### config.mk
export PLATFORM = sky130hd
export DESIGN_NAME = src_phase_sequencer
export DESIGN_NICKNAME = d
export VERILOG_FILES = /design/src/rtl/src_phase_sequencer.sv
export SDC_FILE = /design/constraint.sdc
export NUM_CORES = 1
export LEC_CHECK = 0
export BUFFER_PORTS_ARGS = -buffer_cell sky130_fd_sc_hd__clkbuf_2
export CORE_UTILIZATION = 50
export CTS_CLUSTER_SIZE = 16
export DETAILED_ROUTE_END_ITERATION = 10
export GPL_TIMING_DRIVEN = 0
export PLACE_DENSITY = 0.74
export REMOVE_ABC_BUFFERS = 1
export SYNTH_ARGS = -nofsm -noshare
export SYNTH_HDL_FRONTEND = slang
export SYNTH_SLANG_ARGS = --single-unit
export TNS_END_PERCENT = 10
### constraint.sdc
create_clock -name clk -period 3.5 [get_ports clk]
set_input_delay 0.525 -clock clk [delete_from_list [all_inputs] [get_ports clk]]
set_output_delay 0.525 -clock clk [all_outputs]
set_load 0.01 [all_outputs]
### src/rtl/src_phase_sequencer.sv
// -----------------------------------------------------------------------------
// src_phase_sequencer
//
// Control sequencer for the 160/147 polyphase sample-rate converter. An
// incremental phase accumulator (phase += M, wrap at L) replaces the
// (n*M) % L datapath arithmetic. A wrap means a new input sample is needed
// before the next output, so the sequencer goes through FETCH first.
// Each output walks TAPS MAC steps, issuing coefficient addresses and tap
// selects. The MAC/delay-line datapath therefore contains no control logic.
//
// Optional feature macro: SRC_SEQ_DRAIN_EN
//   Defined   : one DRAIN cycle (mac_en=0) follows the last tap. This suits a
//               datapath whose product register adds a cycle before
//               accumulation.
//   Undefined : OUTPUT follows the last tap directly.
//
// Handshakes (both sides): the req output is a registered level. Once raised,
// it holds until the matching ack is sampled high on a rising clock edge. It
// drops on the following cycle. An ack seen while its req is low is ignored.
// An ack held high counts only once, because req has already dropped.
//
// Ports
//   clk, rst   clock, synchronous active-high reset
//   en         run enable, sampled only in IDLE and ADVANCE
//   in_req     request for the next input sample (registered)
//   in_ack     input sample valid
//   shift_en   delay-line shift strobe = in_req & in_ack (combinational)
//   mac_clr    accumulator load on tap 0 (registered)
//   mac_en     MAC step valid (registered)
//   mac_tap    delay-line tap select 0..TAPS-1 (registered)
//   coef_addr  coefficient ROM address = phase + tap*L (registered)
//   out_req    accumulator result valid (registered)
//   out_ack    output consumer accepted the result
//   phase      current polyphase branch
//   out_cnt    outputs delivered, wraps 0xFFFF -> 0
//   state_dbg  current FSM state, for debug and checker binding
// -----------------------------------------------------------------------------
module src_phase_sequencer #(
    parameter int L       = 160,
    parameter int M       = 147,
    parameter int TAPS    = 4,
    parameter int PH_W    = 8,
    parameter int CADDR_W = 10
) (
    input  logic               clk,
    input  logic               rst,
    input  logic               en,
    output logic               in_req,
    input  logic               in_ack,
    output logic               shift_en,
    output logic               mac_clr,
    output logic               mac_en,
    output logic [1:0]         mac_tap,
    output logic [CADDR_W-1:0] coef_addr,
    output logic               out_req,
    input  logic               out_ack,
    output logic [PH_W-1:0]    phase,
    output logic [15:0]        out_cnt,
    output logic [2:0]         state_dbg
);

    typedef enum logic [2:0] {
        S_IDLE    = 3'd0,
        S_FETCH   = 3'd1,
        S_MAC     = 3'd2,
        S_DRAIN   = 3'd3,
        S_OUTPUT  = 3'd4,
        S_ADVANCE = 3'd5
    } state_t;

    localparam logic [1:0]  TAP_LAST = 2'(TAPS - 1);
    localparam logic [PH_W:0] M_EXT  = (PH_W+1)'(M);
    localparam logic [PH_W:0] L_EXT  = (PH_W+1)'(L);

    state_t               state_q,   state_d;
    logic [PH_W-1:0]      phase_q,   phase_d;
    logic [15:0]          out_cnt_q, out_cnt_d;
    logic [1:0]           tap_q,     tap_d;
    logic [CADDR_W-1:0]   coef_q,    coef_d;
    logic                 in_req_q,  in_req_d;
    logic                 out_req_q, out_req_d;
    logic                 mac_en_q,  mac_en_d;
    logic                 mac_clr_q, mac_clr_d;

    // One extra bit so phase + M never overflows before the wrap compare.
    logic [PH_W:0]        sum;

    always_comb begin
        state_d   = state_q;
        phase_d   = phase_q;
        out_cnt_d = out_cnt_q;
        tap_d     = '0;
        coef_d    = '0;
        sum       = {1'b0, phase_q} + M_EXT;

        case (state_q)
            S_IDLE: begin
                if (en) state_d = S_FETCH;
            end
            S_FETCH: begin
                if (in_ack) begin
                    state_d = S_MAC;
                    coef_d  = CADDR_W'(phase_q);
                end
            end
            S_MAC: begin
                if (tap_q == TAP_LAST) begin
`ifdef SRC_SEQ_DRAIN_EN
                    state_d = S_DRAIN;
`else
                    state_d = S_OUTPUT;
`endif
                end else begin
                    // Step the address by L per tap instead of multiplying.
                    tap_d  = tap_q + 2'd1;
                    coef_d = coef_q + CADDR_W'(L);
                end
            end
`ifdef SRC_SEQ_DRAIN_EN
            S_DRAIN: begin
                state_d = S_OUTPUT;
            end
`endif
            S_OUTPUT: begin
                if (out_ack) begin
                    out_cnt_d = out_cnt_q + 16'd1;
                    state_d   = S_ADVANCE;
                end
            end
            S_ADVANCE: begin
                // Phase moves only when en allows it. A wrap past L means the
                // next output needs a fresh input sample. M < L guarantees at
                // most one wrap.
                if (en) begin
                    if (sum >= L_EXT) begin
                        phase_d = PH_W'(sum - L_EXT);
                        state_d = S_FETCH;
                    end else begin
                        phase_d = sum[PH_W-1:0];
                        coef_d  = CADDR_W'(sum[PH_W-1:0]);
                        state_d = S_MAC;
                    end
                end
            end
            default: begin
                state_d = S_IDLE;
            end
        endcase

        // Outputs are registered from the next state, so they line up with
        // the state register.
        in_req_d  = (state_d == S_FETCH);
        out_req_d = (state_d == S_OUTPUT);
        mac_en_d  = (state_d == S_MAC);
        mac_clr_d = (state_d == S_MAC) && (tap_d == 2'd0);
    end

    always_ff @(posedge clk) begin
        if (rst) begin
            state_q   <= S_IDLE;
            phase_q   <= '0;
            out_cnt_q <= '0;
            tap_q     <= '0;
            coef_q    <= '0;
            in_req_q  <= 1'b0;
            out_req_q <= 1'b0;
            mac_en_q  <= 1'b0;
            mac_clr_q <= 1'b0;
        end else begin
            state_q   <= state_d;
            phase_q   <= phase_d;
            out_cnt_q <= out_cnt_d;
            tap_q     <= tap_d;
            coef_q    <= coef_d;
            in_req_q  <= in_req_d;
            out_req_q <= out_req_d;
            mac_en_q  <= mac_en_d;
            mac_clr_q <= mac_clr_d;
        end
    end

    assign in_req    = in_req_q;
    assign shift_en  = in_req_q & in_ack;
    assign out_req   = out_req_q;
    assign mac_en    = mac_en_q;
    assign mac_clr   = mac_clr_q;
    assign mac_tap   = tap_q;
    assign coef_addr = coef_q;
    assign phase     = phase_q;
    assign out_cnt   = out_cnt_q;
    assign state_dbg = state_q;

endmodule

==> impl_results.md <==
* Status: finished clean
* First-pass GRT wire length at 7650 um
* Dominant cell type by area after synthesis: dfxtp_1
* Crit path DAT at 3490 ps
* Fill count at approximately 370
* Vias per cell at 5.76
* Pins over their slew limit at 0
* Worst stage delay on the critical path at approximately 440 ps
* Sequential-to-total area share from yosys stat at 38.9%
* Most frequent cells after synthesis: dfxtp_1 (43), nor2_1 (31), o21ai_0 (16)
* Post-synthesis register bit count at 43
* Tmin final at 3300 ps
* Worst endpoint required time at 3690 ps
* Worst-case hold slack at ~470 ps
* Overall routing resource usage at approximately 22%
* Setup-failing EPs final at 0
* Synthesized area at 0.00221 mm2
* Slowest-stage cell, CP: dfxtp_1
* Register Area at roughly 860 um2
* Initial antenna violation count at 0
* Max_slew headroom at 42.4%
* Slew @ Worst Pin at 858 ps
* Avg WL per Cell at 13.6 um
* Number of synthesis warnings at 0
* Worst IR Drop VDD at 0.213 mV
* Yosys top cell area share at 38.9%
* Dominant cells by area after synthesis: dfxtp_1 (39%), nor2_1 (5.3%), xnor2_1 (4.4%), ha_1 (4.0%), o21ai_0 (3.6%)
* HP Class: reg -> reg
* First DRT Iteration DRCs at 111
* CTS sink cnt at 43
* Number of enable flip-flop cells after synthesis at 0
* F_max at 303 MHz
* Number of distinct library cells after synthesis at between 50 and 60
* Multi-input logic area at 0.00125 mm2
* Vert. Die Dim at between 60 and 70 um
* Critical Path Sink Type: flop
* Critical-path cell list: inv_1 > ha_1 > and3b_2 > o21ai_0 > xnor2_1 > inv_1 > ha_1 > or2_2 > o22ai_2 > nor2_1 > and3_1 > ha_1 > a221oi_1 > nor2_1
* Hold Fails Final Rpt at 0
* 1st-pass router iterations at 4
* PnR Total Power at 1.01 mW
* Grt total ovfl at 0
* Skew final at 12.6 ps
* Setup CP Type: reg -> reg
* Clock Tree Root: clkbuf_8
* HPWL after DPL at around 3300 um
* Area Growth Syn to Fin at 17.8%
* Syn Inst Count at roughly 260
* Final antenna-violating net count at 0
* Part of the cycle the worst path needs at 94.4%
* Power per Cell Area at slightly below 400 mW/mm2
* Synth Flop Type: dfxtp_1
* Antenna cells at 0
* Clk pin slew, worst setup/hold paths at 90 ps
* CTS max path bufs at 2
* Io pins at 49
* Skew-Pair Late Insertion Delay at 310 ps
* Count leader, synth: dfxtp_1
* Nets at 311
* CTS Buf Count at 5
* RSZ-0062 raised after global routing: false
* Initial core utilization at a little over half
* PortBufs at 48
* Max_cap viols at 0
* # DRC at 0
* Via Count at about 2,000
* Die area at 0.00470 mm2
* Cell Rows at 23
* LEAKAGE at 1.05 nW
* CTS tree: done
* Placer congestion estimate at 0.851
* Die X at 68.6 um
* Vias in the first global route at 1,677
* Async SR Flop Fraction at 0%
* Startpoint Class: flop
* Crit-path max FO at 8
* Syn Area/Cell at 8.68 um2
* CP most frequent cell: ha_1
* H-tree levels at 2
* Routed WL at roughly 4800 um
* Layout cell share with drive strength beyond 1 at 25.3%
* Placeable Area at between 0.004 and 0.005 mm2
* Largest net degree at the start of global routing at 32
-- power breakdown --
part / leakage [nW] / switching, mW / internal, mW / total (mW)
combinational: 0.638 / 0.0242 / 0.0131 / 0.0372
clock: 0.0644 / 0.190 / 0.285 / 0.475
sequential: 0.348 / 0.00421 / 0.493 / 0.497
total: 1.05 / 0.218 / 0.791 / 1.01
-- state kept, by name, summed over array words and instances (netlist names) --
name	flops
mac_tap	2
out_cnt	16
state_dbg	3
mac_clr	1
phase	8
out_req	1
coef_addr	10
mac_en	1
in_req	1
-- layer usage --
metal  global-route usage [%]  wire, um  up-vias
li1                         -         -     1009
met1                     28.0      2230      954
met2                     35.7      2250       48
met3                     5.43       220        6
met4                     8.59        67        0
met5                        0         0        -
-- cell type report --
class | count | share of cell area (%)
inverters | 12 | 1.73
flip-flops and latches | 43 | 33.0
clock inverters | 3 | 2.59
repair buffers | 49 | 9.50
well taps | 50 | 2.40
clock buffers | 5 | 2.64
multi-input cells | 188 | 48.1
-- kinds of logic after synthesis --
kind of cell	Yosys count	share of synthesized area (%)
muxes	3	1.41
xor gates and xnor gates	18	7.12
DFF	43	38.9
buffers and inverters	24	4.80
and+or+nand+nor	102	26.2
adders and majority gates	7	3.95
AOI/OAI and AO/OA	58	17.6
-- placed cells by master, fill, tap and decap left out, types with 6 or more instances in the layout --
master	synthesis	routed
and2_1	6	6
xor2_1	7	7
nand2_1	12	12
xnor2_1	11	11
or3_1	6	6
ha_1	7	7
clkbuf_2	0	48
a21oi_1	14	14
inv_1	12	12
dfxtp_1	43	42
nor2_1	31	31
o21ai_0	16	16
nor3_1	8	8
nand4_1	8	8
-- final timing paths --
kind / startpoint / end / slack (ps) / depth (start not counted)
min reg2reg: mac_tap[0] / mac_tap[0] / 470 / 1
max: phase[1] / coef_addr[5] / 200 / 14
max reg2reg: phase[1] / coef_addr[5] / 200 / 14
min: mac_tap[0] / mac_tap[0] / 470 / 1
-- worst max-delay path: cells and delay by family, from the launching register on --
family                     cells  cell delay [ps]
and+or+nand+nor                5             1060
adders and majority gates      3              710
AOI/OAI and AO/OA              3              580
DFF                            1              440
xor gates and xnor gates       1              230
buffers and inverters          2              160
-- repair_timing --
item	in CTS	in global routing
pin swaps	0	1
hold buffers	0	0
setup endpoints to repair	2	2
resized for setup	1	2
setup buffers	0	1
-- stage by stage --
step,setup slack [ps],area (um2),instances,util [%],TNS (ps)
after floorplan,322,2150,243,-,0
after global placement,21.7,2460,341,59.7,0
after detailed placement,-51.2,2460,341,59.7,-51.2
after CTS,48.0,2600,349,63.1,0
after global routing,26.6,2610,350,63.4,0
final,196,2610,350,63.4,0
Power figures use the tool's default switching activity.
